### config.mk
export PLATFORM = sky130hd
export DESIGN_NAME = mmio_arbiter_flat
export DESIGN_NICKNAME = d
export VERILOG_FILES = /design/src/rtl/mmio_arb_pkg.sv /design/src/rtl/mmio_arbiter_if.sv /design/src/rtl/mmio_arbiter.sv /design/src/flat_wrapper.sv
export SDC_FILE = /design/constraint.sdc
export NUM_CORES = 1
export LEC_CHECK = 0
export CAP_MARGIN = 20
export CORE_AREA = 2 2 206 208
export DETAILED_ROUTE_END_ITERATION = 10
export DIE_AREA = 0 0 208 210
export PLACE_DENSITY_LB_ADDON = 0.12
export SLEW_MARGIN = 20
export SYNTH_ARGS = -nofsm -noshare
export SYNTH_HDL_FRONTEND = slang
export SYNTH_SLANG_ARGS = --single-unit
### constraint.sdc
create_clock -name clk -period 1.8 [get_ports clk]
set_input_delay 0.54 -clock clk [delete_from_list [all_inputs] [get_ports clk]]
set_output_delay 0.54 -clock clk [all_outputs]
set_load 0.02 [all_outputs]
### src/rtl/mmio_arb_pkg.sv
// Shared types and constants for the MMIO arbiter slice.
//   AW_DEF/DW_DEF : default address/data widths
//   WIDTH_W       : width of the arWidth side-band field
//   RESP_*        : AXI-lite response encodings
//   rd_state_e, wr_state_e : one-hot FSM states; owner_e : read owner tag
package mmio_arb_pkg;

    localparam int unsigned AW_DEF  = 32;
    localparam int unsigned DW_DEF  = 32;
    localparam int unsigned WIDTH_W = 32;
    localparam int unsigned RESP_W  = 2;

    localparam logic [RESP_W-1:0] RESP_OKAY   = 2'b00;
    localparam logic [RESP_W-1:0] RESP_EXOKAY = 2'b01;
    localparam logic [RESP_W-1:0] RESP_SLVERR = 2'b10;
    localparam logic [RESP_W-1:0] RESP_DECERR = 2'b11;

    typedef enum logic [2:0] {
        RD_IDLE = 3'b001,
        RD_AR   = 3'b010,
        RD_R    = 3'b100
    } rd_state_e;

    typedef enum logic [2:0] {
        WR_IDLE = 3'b001,
        WR_REQ  = 3'b010,
        WR_RESP = 3'b100
    } wr_state_e;

    typedef enum logic {
        M0 = 1'b0,
        M1 = 1'b1
    } owner_e;

endpackage

### src/rtl/mmio_arbiter_if.sv
// AXI-lite style MMIO bus (AR/R/AW/W/B channels).
//   master modport : drives request channels and rReady/bReady
//   slave modport  : drives ready signals and R/B response channels
interface mmio_arbiter_if #(
    parameter int unsigned AW = mmio_arb_pkg::AW_DEF,
    parameter int unsigned DW = mmio_arb_pkg::DW_DEF
);
    logic [AW-1:0]                    arAddr;
    logic [mmio_arb_pkg::WIDTH_W-1:0] arWidth;
    logic                             arValid;
    logic                             arReady;
    logic [DW-1:0]                    rData;
    logic                             rValid;
    logic                             rReady;
    logic [AW-1:0]                    awAddr;
    logic                             awValid;
    logic                             awReady;
    logic [DW-1:0]                    wData;
    logic [DW/8-1:0]                  wStrb;
    logic                             wValid;
    logic                             wReady;
    logic [mmio_arb_pkg::RESP_W-1:0]  bResp;
    logic                             bValid;
    logic                             bReady;

    modport master (
        output arAddr, arWidth, arValid, rReady,
        output awAddr, awValid, wData, wStrb, wValid, bReady,
        input  arReady, rData, rValid, awReady, wReady, bResp, bValid
    );

    modport slave (
        input  arAddr, arWidth, arValid, rReady,
        input  awAddr, awValid, wData, wStrb, wValid, bReady,
        output arReady, rData, rValid, awReady, wReady, bResp, bValid
    );
endinterface

### src/rtl/mmio_arbiter.sv
// Shares one MMIO slave port between IFU (m0, read-only) and LSU (m1, read+write).
// One outstanding read (round-robin, owner-tagged) and one outstanding write (LSU only);
// an LSU read and an LSU write are never in flight together.
//   clk, reset : clock, synchronous active-high reset
//   m0         : IFU bus (read channels only; write-side outputs tied off)
//   m1         : LSU bus
//   s          : bus to mmio_dpi
module mmio_arbiter
    import mmio_arb_pkg::*;
#(
    parameter int unsigned AW = AW_DEF,
    parameter int unsigned DW = DW_DEF
) (
    input  logic           clk,
    input  logic           reset,
    mmio_arbiter_if.slave  m0,
    mmio_arbiter_if.slave  m1,
    mmio_arbiter_if.master s
);
    localparam int unsigned SW = DW / 8;

    rd_state_e            rd_state, rd_next;
    wr_state_e            wr_state, wr_next;
    owner_e               rd_owner, last_grant, grant;
    logic                 rd_take, wr_take;
    logic                 m1_rd_busy, m1_rd_ok;
    logic                 ar_ack, wr_ack;
    logic                 aw_done, w_done, aw_fire, w_fire;
    logic                 r_ready;
    logic [AW-1:0]        ar_addr;
    logic [WIDTH_W-1:0]   ar_width;
    logic [AW-1:0]        aw_addr;
    logic [DW-1:0]        w_data;
    logic [SW-1:0]        w_strb;

    // IFU never writes; its write-side inputs are intentionally ignored
    logic unused_m0_wr;
    assign unused_m0_wr = ^{m0.awAddr, m0.awValid, m0.wData, m0.wStrb, m0.wValid, m0.bReady};

    // State registers and latched transactions
    always_ff @(posedge clk) begin
        if (reset) begin
            rd_state   <= RD_IDLE;
            wr_state   <= WR_IDLE;
            rd_owner   <= M0;
            last_grant <= M1;
            ar_addr    <= '0;
            ar_width   <= '0;
            ar_ack     <= 1'b0;
            aw_addr    <= '0;
            w_data     <= '0;
            w_strb     <= '0;
            wr_ack     <= 1'b0;
            aw_done    <= 1'b0;
            w_done     <= 1'b0;
        end else begin
            rd_state <= rd_next;
            wr_state <= wr_next;
            ar_ack   <= rd_take;
            wr_ack   <= wr_take;
            if (rd_take) begin
                rd_owner   <= grant;
                last_grant <= grant;
                ar_addr    <= (grant == M1) ? m1.arAddr  : m0.arAddr;
                ar_width   <= (grant == M1) ? m1.arWidth : m0.arWidth;
            end
            if (wr_take) begin
                aw_addr <= m1.awAddr;
                w_data  <= m1.wData;
                w_strb  <= m1.wStrb;
            end
            // Per-channel done flags live only while in WR_REQ
            aw_done <= (wr_state == WR_REQ) && (wr_next == WR_REQ) && (aw_done || aw_fire);
            w_done  <= (wr_state == WR_REQ) && (wr_next == WR_REQ) && (w_done  || w_fire);
        end
    end

    // Next-state and output decode for both FSMs
    always_comb begin
        rd_next    = rd_state;
        wr_next    = wr_state;
        rd_take    = 1'b0;
        aw_fire    = 1'b0;
        w_fire     = 1'b0;
        r_ready    = 1'b0;

        m0.arReady = 1'b0;
        m0.rData   = '0;
        m0.rValid  = 1'b0;
        m0.awReady = 1'b0;
        m0.wReady  = 1'b0;
        m0.bResp   = '0;
        m0.bValid  = 1'b0;
        m1.arReady = 1'b0;
        m1.rData   = '0;
        m1.rValid  = 1'b0;
        m1.awReady = 1'b0;
        m1.wReady  = 1'b0;
        m1.bResp   = '0;
        m1.bValid  = 1'b0;
        s.arAddr   = ar_addr;
        s.arWidth  = ar_width;
        s.arValid  = 1'b0;
        s.rReady   = 1'b0;
        s.awAddr   = aw_addr;
        s.awValid  = 1'b0;
        s.wData    = w_data;
        s.wStrb    = w_strb;
        s.wValid   = 1'b0;
        s.bReady   = 1'b0;

        // LSU write wins over a same-cycle LSU read; an LSU read blocks new writes
        m1_rd_busy = (rd_state != RD_IDLE) && (rd_owner == M1);
        wr_take    = (wr_state == WR_IDLE) && m1.awValid && m1.wValid && !m1_rd_busy;
        m1_rd_ok   = m1.arValid && (wr_state == WR_IDLE) && !wr_take;
        grant      = (m1_rd_ok && (!m0.arValid || last_grant == M0)) ? M1 : M0;

        // Request accept pulses, one cycle after the request was latched
        m0.arReady = ar_ack && (rd_owner == M0);
        m1.arReady = ar_ack && (rd_owner == M1);
        m1.awReady = wr_ack;
        m1.wReady  = wr_ack;

        case (rd_state)
            RD_IDLE: begin
                if (m0.arValid || m1_rd_ok) begin
                    rd_take = 1'b1;
                    rd_next = RD_AR;
                end
            end
            RD_AR: begin
                s.arValid = 1'b1;
                if (s.arReady) rd_next = RD_R;
            end
            RD_R: begin
                r_ready  = (rd_owner == M1) ? m1.rReady : m0.rReady;
                s.rReady = r_ready;
                if (rd_owner == M1) begin
                    m1.rValid = s.rValid;
                    m1.rData  = s.rData;
                end else begin
                    m0.rValid = s.rValid;
                    m0.rData  = s.rData;
                end
                if (s.rValid && r_ready) rd_next = RD_IDLE;
            end
            default: rd_next = RD_IDLE;
        endcase

        case (wr_state)
            WR_IDLE: begin
                if (wr_take) wr_next = WR_REQ;
            end
            WR_REQ: begin
                s.awValid = !aw_done;
                s.wValid  = !w_done;
                aw_fire   = !aw_done && s.awReady;
                w_fire    = !w_done && s.wReady;
                if ((aw_done || aw_fire) && (w_done || w_fire)) wr_next = WR_RESP;
            end
            WR_RESP: begin
                s.bReady  = m1.bReady;
                m1.bValid = s.bValid;
                m1.bResp  = s.bResp;
                if (s.bValid && m1.bReady) wr_next = WR_IDLE;
            end
            default: wr_next = WR_IDLE;
        endcase
    end

endmodule
### src/flat_wrapper.sv
// flat-port wrapper written by rule: the top's interface ports become plain ports
module mmio_arbiter_flat import mmio_arb_pkg::*;
#(
    parameter int unsigned AW = AW_DEF,
    parameter int unsigned DW = DW_DEF
)
  (clk, reset, m0_arAddr, m0_arWidth, m0_arValid, m0_rReady, m0_awAddr, m0_awValid, m0_wData, m0_wStrb, m0_wValid, m0_bReady, m0_arReady, m0_rData, m0_rValid, m0_awReady, m0_wReady, m0_bResp, m0_bValid, m1_arAddr, m1_arWidth, m1_arValid, m1_rReady, m1_awAddr, m1_awValid, m1_wData, m1_wStrb, m1_wValid, m1_bReady, m1_arReady, m1_rData, m1_rValid, m1_awReady, m1_wReady, m1_bResp, m1_bValid, s_arAddr, s_arWidth, s_arValid, s_rReady, s_awAddr, s_awValid, s_wData, s_wStrb, s_wValid, s_bReady, s_arReady, s_rData, s_rValid, s_awReady, s_wReady, s_bResp, s_bValid);
  mmio_arbiter_if #(.AW(AW), .DW(DW)) m0_i ();
  mmio_arbiter_if #(.AW(AW), .DW(DW)) m1_i ();
  mmio_arbiter_if #(.AW(AW), .DW(DW)) s_i ();
  input  logic clk;
  input  logic reset;
  input wire logic [$bits(m0_i.arAddr)-1:0] m0_arAddr;
  input wire logic [$bits(m0_i.arWidth)-1:0] m0_arWidth;
  input wire logic [$bits(m0_i.arValid)-1:0] m0_arValid;
  input wire logic [$bits(m0_i.rReady)-1:0] m0_rReady;
  input wire logic [$bits(m0_i.awAddr)-1:0] m0_awAddr;
  input wire logic [$bits(m0_i.awValid)-1:0] m0_awValid;
  input wire logic [$bits(m0_i.wData)-1:0] m0_wData;
  input wire logic [$bits(m0_i.wStrb)-1:0] m0_wStrb;
  input wire logic [$bits(m0_i.wValid)-1:0] m0_wValid;
  input wire logic [$bits(m0_i.bReady)-1:0] m0_bReady;
  output wire logic [$bits(m0_i.arReady)-1:0] m0_arReady;
  output wire logic [$bits(m0_i.rData)-1:0] m0_rData;
  output wire logic [$bits(m0_i.rValid)-1:0] m0_rValid;
  output wire logic [$bits(m0_i.awReady)-1:0] m0_awReady;
  output wire logic [$bits(m0_i.wReady)-1:0] m0_wReady;
  output wire logic [$bits(m0_i.bResp)-1:0] m0_bResp;
  output wire logic [$bits(m0_i.bValid)-1:0] m0_bValid;
  input wire logic [$bits(m1_i.arAddr)-1:0] m1_arAddr;
  input wire logic [$bits(m1_i.arWidth)-1:0] m1_arWidth;
  input wire logic [$bits(m1_i.arValid)-1:0] m1_arValid;
  input wire logic [$bits(m1_i.rReady)-1:0] m1_rReady;
  input wire logic [$bits(m1_i.awAddr)-1:0] m1_awAddr;
  input wire logic [$bits(m1_i.awValid)-1:0] m1_awValid;
  input wire logic [$bits(m1_i.wData)-1:0] m1_wData;
  input wire logic [$bits(m1_i.wStrb)-1:0] m1_wStrb;
  input wire logic [$bits(m1_i.wValid)-1:0] m1_wValid;
  input wire logic [$bits(m1_i.bReady)-1:0] m1_bReady;
  output wire logic [$bits(m1_i.arReady)-1:0] m1_arReady;
  output wire logic [$bits(m1_i.rData)-1:0] m1_rData;
  output wire logic [$bits(m1_i.rValid)-1:0] m1_rValid;
  output wire logic [$bits(m1_i.awReady)-1:0] m1_awReady;
  output wire logic [$bits(m1_i.wReady)-1:0] m1_wReady;
  output wire logic [$bits(m1_i.bResp)-1:0] m1_bResp;
  output wire logic [$bits(m1_i.bValid)-1:0] m1_bValid;
  output wire logic [$bits(s_i.arAddr)-1:0] s_arAddr;
  output wire logic [$bits(s_i.arWidth)-1:0] s_arWidth;
  output wire logic [$bits(s_i.arValid)-1:0] s_arValid;
  output wire logic [$bits(s_i.rReady)-1:0] s_rReady;
  output wire logic [$bits(s_i.awAddr)-1:0] s_awAddr;
  output wire logic [$bits(s_i.awValid)-1:0] s_awValid;
  output wire logic [$bits(s_i.wData)-1:0] s_wData;
  output wire logic [$bits(s_i.wStrb)-1:0] s_wStrb;
  output wire logic [$bits(s_i.wValid)-1:0] s_wValid;
  output wire logic [$bits(s_i.bReady)-1:0] s_bReady;
  input wire logic [$bits(s_i.arReady)-1:0] s_arReady;
  input wire logic [$bits(s_i.rData)-1:0] s_rData;
  input wire logic [$bits(s_i.rValid)-1:0] s_rValid;
  input wire logic [$bits(s_i.awReady)-1:0] s_awReady;
  input wire logic [$bits(s_i.wReady)-1:0] s_wReady;
  input wire logic [$bits(s_i.bResp)-1:0] s_bResp;
  input wire logic [$bits(s_i.bValid)-1:0] s_bValid;
  assign m0_i.arAddr = m0_arAddr;
  assign m0_i.arWidth = m0_arWidth;
  assign m0_i.arValid = m0_arValid;
  assign m0_i.rReady = m0_rReady;
  assign m0_i.awAddr = m0_awAddr;
  assign m0_i.awValid = m0_awValid;
  assign m0_i.wData = m0_wData;
  assign m0_i.wStrb = m0_wStrb;
  assign m0_i.wValid = m0_wValid;
  assign m0_i.bReady = m0_bReady;
  assign m0_arReady = m0_i.arReady;
  assign m0_rData = m0_i.rData;
  assign m0_rValid = m0_i.rValid;
  assign m0_awReady = m0_i.awReady;
  assign m0_wReady = m0_i.wReady;
  assign m0_bResp = m0_i.bResp;
  assign m0_bValid = m0_i.bValid;
  assign m1_i.arAddr = m1_arAddr;
  assign m1_i.arWidth = m1_arWidth;
  assign m1_i.arValid = m1_arValid;
  assign m1_i.rReady = m1_rReady;
  assign m1_i.awAddr = m1_awAddr;
  assign m1_i.awValid = m1_awValid;
  assign m1_i.wData = m1_wData;
  assign m1_i.wStrb = m1_wStrb;
  assign m1_i.wValid = m1_wValid;
  assign m1_i.bReady = m1_bReady;
  assign m1_arReady = m1_i.arReady;
  assign m1_rData = m1_i.rData;
  assign m1_rValid = m1_i.rValid;
  assign m1_awReady = m1_i.awReady;
  assign m1_wReady = m1_i.wReady;
  assign m1_bResp = m1_i.bResp;
  assign m1_bValid = m1_i.bValid;
  assign s_arAddr = s_i.arAddr;
  assign s_arWidth = s_i.arWidth;
  assign s_arValid = s_i.arValid;
  assign s_rReady = s_i.rReady;
  assign s_awAddr = s_i.awAddr;
  assign s_awValid = s_i.awValid;
  assign s_wData = s_i.wData;
  assign s_wStrb = s_i.wStrb;
  assign s_wValid = s_i.wValid;
  assign s_bReady = s_i.bReady;
  assign s_i.arReady = s_arReady;
  assign s_i.rData = s_rData;
  assign s_i.rValid = s_rValid;
  assign s_i.awReady = s_awReady;
  assign s_i.wReady = s_wReady;
  assign s_i.bResp = s_bResp;
  assign s_i.bValid = s_bValid;
  mmio_arbiter #(.AW(AW), .DW(DW)) u_core (.clk(clk), .reset(reset), .m0(m0_i), .m1(m1_i), .s(s_i));
endmodule
# Word-level counts from Yosys, hierarchy flattened
# Index checks and enable logic that the tools add are counted.
[totals]
register_bits = 144
in_bits = 315
out_inout_bits = 215
wordCells = 86
[op_classes]
eq_ne = 11
mux = 31
n_bitwise = 2
n_reduce_logical = 29
[op_table]
columns = ["op", "count"]
rows = [
  ["$mux W32", 6],
  ["$mux W3", 6],
  ["$pmux W3 S3", 2],
  ["$logic_and A1 B1 Y1", 17],
  ["$mux W1", 16],
  ["$eq A3 B2 Y1 const B", 3],
  ["$eq A3 B1 Y1 const B", 2],
  ["$eq A3 B3 Y1 const B", 2],
  ["$logic_or A1 B1 Y1", 6],
  ["$logic_not A1 Y1", 5],
  ["$ne A2 B1 Y1 const B", 2],
  ["$ne A3 B1 Y1 const B", 1],
  ["$reduce_and A3 Y1", 1],
  ["$mux W2", 1],
  ["$ne A2 B2 Y1 const B", 1],
  ["$not A1 Y1", 2],
]

# Longest topological paths before layout
# Gate-level depths: netlist (run 1).
[logic_depth]
depth_word = 9
depth_mapped = 8
ltp_nobuf = 4

# Worst setup path before layout (run 1)
# Ideal clock, no wire load.
[synth_timing]
path_kind = "flip-flop to output port"
startpoint = "register u_core.rd_owner"
endpoint = "output port m0_rData[10]"
t_arrival_ps = 1249
required_ps = 1260
path_slack_ps = 11
stages_incl_launch_ff = 5
path_buffers = 2
path_cell_list = "dfxtp_1 clkbuf_1 nor2_1 clkbuf_1 and2_1"
[synth_via]
elab_chain_cells = 2
[synth_lines]
columns = ["item", "line", "text"]
rows = [
  ["from (decl)", "mmio_arbiter.sv:24", "owner_e rd_owner, last_grant, grant;"],
  ["from (signal assigned)", "mmio_arbiter.sv:62", "rd_owner <= grant;"],
  ["$mux W32", "mmio_arbiter.sv:138", "if (rd_owner == M1) begin"],
  ["$mux W32", "mmio_arbiter.sv:124", "case (rd_state)"],
  ["to (decl)", "flat_wrapper.sv:24", "output wire logic [$bits(m0_i.rData)-1:0] m0_rData;"],
]
# Every way passes these cells.

# Worst setup path after layout (run 1)
[layout_timing]
startpoint = "register u_core.rd_state[0]"
endpoint = "output port m1_rData[4]"
[layout_via]
elab_chain_cells = 2
[layout_lines]
columns = ["item", "line", "text"]
rows = [
  ["from (decl)", "mmio_arbiter.sv:22", "rd_state_e rd_state, rd_next;"],
  ["from (signal assigned)", "mmio_arbiter.sv:57", "rd_state <= rd_next;"],
  ["$eq A3 B3 Y1", "mmio_arbiter.sv:124", ""],
  ["$mux W32", "mmio_arbiter.sv:124", ""],
  ["to (decl)", "flat_wrapper.sv:41", "output wire logic [$bits(m1_i.rData)-1:0] m1_rData;"],
]
# Every way passes these cells.

==> flow_metrics.tcl, run 1 <==
set metrics [dict create \
    failed_checks "negative setup slack" \
    worstSetupStartpointType "register" \
    r2r_slack_ns -0.25 \
    drt-total-wl_um 40820 \
    cpPeakStageDelay_ns 0.34 \
    setup_viol 212 \
    drive_gt1_share_pct 42.27 \
    fin_crit_ns 2.165 \
    routedWlPerCell_um 21.36 \
    core_sq_um 41480 \
    grt_overflow 0 \
    setup_ws_ns -0.3647 \
    grt_first_pass_wirelength_um 53300 \
    ctsRootBufferMaster "clkbuf_16" \
    syn_inst 828 \
    synth-seq-cells 144 \
    ys_warn_count 0 \
    syn_area_sq_um 6444 \
    drv_slew 0 \
    ys_top_cells_by_area "dfxtp_1 (45%), nand2_1 (8.6%), a211oi_1 (7.3%)" \
    cap_violations 0 \
    rows 75 \
    synth_top_area_share_pct 44.74 \
    cts.htree.levels 4 \
    initial_core_util_pct 15.54 \
    yosysSeqAreaShare_pct 44.74 \
    cp_data_required_time_ns 1.26 \
    final_nets 1675 \
    powerDensity_nw_per_um2 738.1 \
    finalHoldViolations 0 \
    place_hpwl_um 23160 \
    cts_num_sinks 144 \
    grtUsageTotal_pct 16.22 \
    ant_nets 0 \
    clk_path_buf_depth 2 \
    fillers 4185 \
    io_buffers 453 \
    die_w_um 208 \
    area_growth_pct 152.5 \
    critPathArrivalTime_ns 1.62 \
    via_per_inst 4.384 \
    max_freq_mhz 462.0 \
    syn_avg_cell_area_sq_um 7.782 \
    final_core_util_pct 39.22 \
    tritoncts "done" \
    synth_edf_count 0 \
    vias 8378 \
    ys_async_sr_fraction_pct 0 \
    synth_ff_type "dfxtp_1" \
    yosysTopAreaCell "dfxtp_1" \
    crit_path_top_delay_cell "dfxtp_2" \
    crit_type "register to output port" \
    fin_crit_sh_pct 120.3 \
    synth_cell_type_count 36 \
    grt_max_degree 64 \
    path_clk_slew_ns 0.07 \
    place_congestion 0.7366 \
    grt_pass1_vias 8193 \
    clkLatencyLatePin_ns 0.44 \
    fin_tns_setup_ns -43.12 \
    antenna_found_initial 0 \
    n_antenna_cell 0 \
    firstDrtPassIters 4 \
    rsz0062_at_grt "true" \
    first_iter_violations 291 \
    worstPathMaxFanout 7 \
    outcome "complete, but fails checks" \
    endpoint_kind "output port" \
    die_y_um 210 \
    worst_hold_path_type "register to register" \
    drc 0 \
    p_leak_nw 6.672 \
    io_pins 530 \
    numCtsBuffers 17 \
    ir_worst_vdd_mv 0.6256 \
    die_area_sq_um 43680 \
    crit_chain "nor2_4 -> and2_4 -> buf_16 -> buf_12 -> and3_4 -> buf_6" \
    finalClockSkew_ns 0.01185 \
]
cell families (layout without fill, tap and decap cells):
group | Yosys count | count (layout) | share of synthesized area [%]
AND/OR/NAND/NOR | 318 | 318 | 22.54
AO/OA/AOI/OAI | 273 | 274 | 25.67
flip-flops | 144 | 144 | 44.74
buffers and inverters | 91 | 630 | 6.835
other | 1 | 5 | 0.05820
multiplexers | 1 | 1 | 0.1553
synthesized netlist by cell type, drive strengths merged, types with 33 or more instances:
library cell / count
a31oi: 62
a21oi: 73
buf: 41
a211oi: 64
and2: 40
dfxtp: 144
and3: 33
o21ai: 65
nand2: 147
clkbuf: 50
nor2: 76
where the power goes:
part / switching, mW / internal, mW
registers: 0.175 / 3.50
clock network: 1.58 / 2.22
logic: 2.32 / 2.21
area by class of cell:
type	instances	area [sq um]	share of cell area, %
Timing Repair Buffer	599	6849	42.10
Multi-Input combinational cell	598	5243	32.23
Sequential cell	144	2902	17.84
Tap cell	539	674.4	4.146
Clock buffer	19	442.9	2.723
Clock inverter	12	157.7	0.9691
cell usage in the layout (no fill, tap or decap), types with 9 or more instances in the layout:
master,n
buf_6,103
a21oi_1,9
o21ai_2,22
dlygate4sd2_1,131
buf_8,14
a31oi_4,45
and2_1,15
a211oi_2,44
nand2_4,44
clkbuf_16,31
a21oi_2,63
and3_1,32
o21ai_4,19
buf_12,36
nand2_2,25
buf_16,17
dfxtp_1,137
a31oi_1,12
buf_4,37
a211oi_1,19
o21ai_0,19
and2_4,25
clkdlybuf4s50_1,241
nor2_1,70
nand2_1,78
per-stage QoR:
step / power [mW] / std cells / cell area [sq um] / hold WS, ns / worst slack, ns
2_1_floorplan: 5.084 / 832 / 6459 / 0.4377 / 0.01126
6_report: 12.01 / 1911 / 16270 / 0.4542 / -0.3647
4_1_cts: 11.03 / 1875 / 13820 / 0.4532 / -0.4284
3_5_place_dp: 6.797 / 1795 / 11910 / 0.4462 / -0.5929
5_1_grt: 12.55 / 1911 / 16270 / 0.4663 / -0.4330
3_3_place_gp: 6.789 / 1795 / 11910 / 0.4420 / -0.5758
path summary, 6_finish.rpt:
check / start / to / cells past startpoint
min: u_core.s.wStrb[0] / u_core.s.wStrb[0] / 2
max reg2reg: u_core.rd_state[0] / u_core.s.awAddr[23] / 10
max: u_core.rd_state[0] / m1_rData[4] / 6
min reg2reg: u_core.s.wStrb[0] / u_core.s.wStrb[0] / 2
routing by layer:
metal | up-vias | share of wire [%] | global-route usage [%]
met3 | 42 | 6.9 | 5.930
met5 | - | 0 | 0
met1 | 4045 | 41 | 19.08
li1 | 3980 | - | -
met2 | 311 | 50 | 27.59
met4 | 0 | 2.2 | 4.818
critical path: cells and delay by family (launching register included):
kind          cells  cell delay (ns)
simple gates      3             0.49
buf+inv           3             0.35
flops             1             0.34
registers in the layout (all words and copies together), names as in the netlist:
| signal | cells |
|---|---|
| u_core.w_done | 1 |
| u_core.ar_ack | 1 |
| u_core.s.wStrb | 4 |
| u_core.rd_owner | 1 |
| u_core.wr_state | 3 |
| u_core.m1.awReady | 1 |
| u_core.s.awAddr | 32 |
| u_core.last_grant | 1 |
| u_core.s.arAddr | 32 |
| u_core.aw_done | 1 |
| u_core.s.wData | 32 |
| u_core.s.arWidth | 32 |
| u_core.rd_state | 3 |
what timing repair did:
action	4_1_cts	5_1_grt
endpoints found under the setup margin	341	218
gates resized for setup	700	457
setup buffers	27	24
cloned	22	21
pin swaps	65	206
hold buffers	0	0
Note: power is estimated with default switching activity, not from simulation.
==> run 2, diff against run 1 <==
--- a/constraint.sdc
+++ b/constraint.sdc
@@ -3,2 +3,2 @@
 set_output_delay 0.54 -clock clk [all_outputs]
-set_load 0.02 [all_outputs]
+set_load 0.05 [all_outputs]
==> run 2 against run 1 <==
Against the previous run:
- the flow still finishes with violations (negative setup slack)
- clock power decreased by 2%
- sequential power about the same
- total power increased by 3.0%
- wire length decreased by 5.4%
- cell count increased by 0.31%
- worst hold slack got worse by 0.10 ns
- clock skew decreased by 0.0023 ns
- maximum frequency decreased by 2.3%
- non-clock buffer count increased by 3
- sequential share of layout area about the same
- count of clock-buffer cells in the layout unchanged
- combinational power increased by 9.5%
- critical endpoint is now u_core.s.wStrb[1]
==> flow_metrics.tcl, run 2 (synthesized netlist as in run 1, its figures left out) <==
set metrics [dict create \
    cts_num_sinks 144 \
    grt_pass1_vias 8054 \
    die_area_sq_um 43680 \
    grt_first_pass_wirelength_um 51350 \
    clkLatencyLatePin_ns 0.44 \
    grtUsageTotal_pct 15.39 \
    failed_checks "negative setup slack" \
    crit_type "register to register" \
    path_clk_slew_ns 0.07 \
    cpPeakStageDelay_ns 0.43 \
    cap_violations 0 \
    finalClockSkew_ns 0.009503 \
    crit_buf_inv 6 \
    max_freq_mhz 451.2 \
    io_buffers 453 \
    finalHoldViolations 0 \
    ant_nets 0 \
    worstSetupStartpointType "register" \
    place_congestion 0.7569 \
    tritoncts "done" \
    hold_end "u_core.s.arWidth[27]" \
    min_path_cells 2 \
    fin_crit_ns 2.216 \
    grt_overflow 0 \
    seq_area_sq_um 2899 \
    cts.htree.levels 4 \
    drv_slew 0 \
    fin_crit_sh_pct 123.1 \
    fillers 4128 \
    final_common_cell "clkdlybuf4s50_1" \
    initial_core_util_pct 15.54 \
    vias 8218 \
    clk_path_buf_depth 2 \
    p_leak_nw 6.154 \
    worstHoldStart "reset" \
    fin_hold_ws_ns 0.3515 \
    io_pins 530 \
    crit_chain "buf_4 -> buf_6 -> buf_6 -> or3b_4 -> buf_12 -> a211o_4 -> buf_12 -> clkbuf_16 -> nand2_1 -> a21oi_1" \
    firstDrtPassIters 5 \
    numCtsBuffers 17 \
    antenna_found_initial 4 \
    setup_viol 213 \
    critPathArrivalTime_ns 2.52 \
    setup_ws_ns -0.4165 \
    final_nets 1678 \
    rsz0062_at_grt "true" \
    final_cell_area_sq_um 16220 \
    worstPathMaxFanout 6 \
    multi_input_area_sq_um 4716 \
    outcome "complete, but fails checks" \
    worst_hold_path_type "primary input to register" \
    routedWlPerCell_um 20.15 \
    layout_common_cells "clkdlybuf4s50_1 (242), buf_4 (177), dfxtp_1 (137)" \
    first_iter_violations 280 \
    die_w_um 208 \
    crit_path_top_delay_cell "or3b_4" \
    place_area_sq_um 12890 \
    core_sq_um 41480 \
    drive_gt1_share_pct 49.27 \
    r2r_end "u_core.s.wStrb[1]" \
    die_y_um 210 \
    timing.rr.start "u_core.rd_state[0]" \
    ctsRootBufferMaster "clkbuf_16" \
    postCtsHoldBufs 0 \
    r2r_cells 10 \
    area_growth_pct 151.7 \
    ir_worst_vdd_mv 0.5018 \
    r2r_slack_ns -0.42 \
    cp_data_required_time_ns 2.10 \
    drc 0 \
    via_per_inst 4.287 \
    cp_top_family "buffers and inverters" \
    place_hpwl_um 24760 \
    grt_max_degree 70 \
    rows 75 \
    endpoint_kind "register" \
    powerDensity_nw_per_um2 762.7 \
    drt-total-wl_um 38630 \
]
==> run 2: cell count changes in the layout (fill, tap and decap cells not counted), sizes merged <==
| cell | change |
|---|---|
| a211o | -1 |
| inv | -1 |
| dlygate4sd2 | -131 |
| clkdlybuf4s50 | +1 |
| dlymetal6s2s | -1 |
| clkinvlp | +2 |
| a21o | +1 |
| clkbuf | +4 |
| diode | +2 |
| bufbuf | -2 |
| buf | +134 |
| clkdlybuf4s15 | -2 |
==> run 2: timing repair <==
action / CTS / global route
gates resized for setup: 160 / 267
endpoints found under the setup margin: 133 / 213
pin swaps: 53 / 114
buffers inserted: 26 / 14
gates cloned: 9 / 30
==> run 2: metrics by stage <==
| stage | cells | TNS, ns | worst slack, ns | total power, mW | utilization, % |
|---|---|---|---|---|---|
| after floorplan | 832 | -1.279 | -0.06878 | 5.784 | - |
| after global placement | 1815 | -63.83 | -0.5614 | 7.688 | 31.09 |
| after detailed placement | 1815 | -66.42 | -0.5768 | 7.688 | 31.09 |
| after CTS | 1880 | -50.18 | -0.4420 | 11.80 | 34.70 |
| after global routing | 1915 | -82.29 | -0.5004 | 12.92 | 39.09 |
| final | 1917 | -64.88 | -0.4165 | 12.37 | 39.10 |
==> run 2: metal layers <==
layer,track usage (%),vias up,part of all wire [%]
met5,0,-,0.031
met4,3.326,2,1.1
met3,6.004,25,7.0
met2,26.45,288,51
met1,18.11,3916,41
li1,-,3987,-
==> run 2: worst max path at each step <==
stage                             startpoint             endpoint  slack (ns)  cells after the start
after floorplan           u_core.rd_state[0]         m1_rData[12]       -0.07                      5
after global placement            m1_arValid  u_core.s.arWidth[0]       -0.56                      8
after detailed placement          m1_arValid  u_core.s.arWidth[0]       -0.58                      8
after CTS                 u_core.rd_state[0]         m0_rData[12]       -0.44                      6
after global routing      u_core.rd_state[0]          m1_rData[3]       -0.50                      5
final                     u_core.rd_state[0]    u_core.s.wStrb[1]       -0.42                     10
==> run 2: where the power goes <==
| part | internal, mW | total, mW | switching, mW |
|---|---|---|---|
| Sequential | 3.50 | 3.71 | 0.202 |
| Combinational | 2.21 | 4.96 | 2.75 |
| Clock | 2.18 | 3.71 | 1.53 |
==> run 2: area by class of cell <==
type / instances / share of cell area (%)
Antenna cell: 2 / 0.03086
Clock buffer: 19 / 2.669
Clock inverter: 13 / 1.011
Multi-Input combinational cell: 598 / 29.08
Sequential cell: 144 / 17.88
Tap cell: 539 / 4.158
Timing Repair Buffer: 602 / 45.18
==> run 2: worst reg2reg max path, stage by stage (launching register included) <==
cell and delay, ns:
dfxtp_2 0.35, buf_4 0.11, buf_6 0.08, buf_6 0.09
or3b_4 0.43, buf_12 0.15, a211o_4 0.40, buf_12 0.18
clkbuf_16 0.17, nand2_1 0.06, a21oi_1 0.06
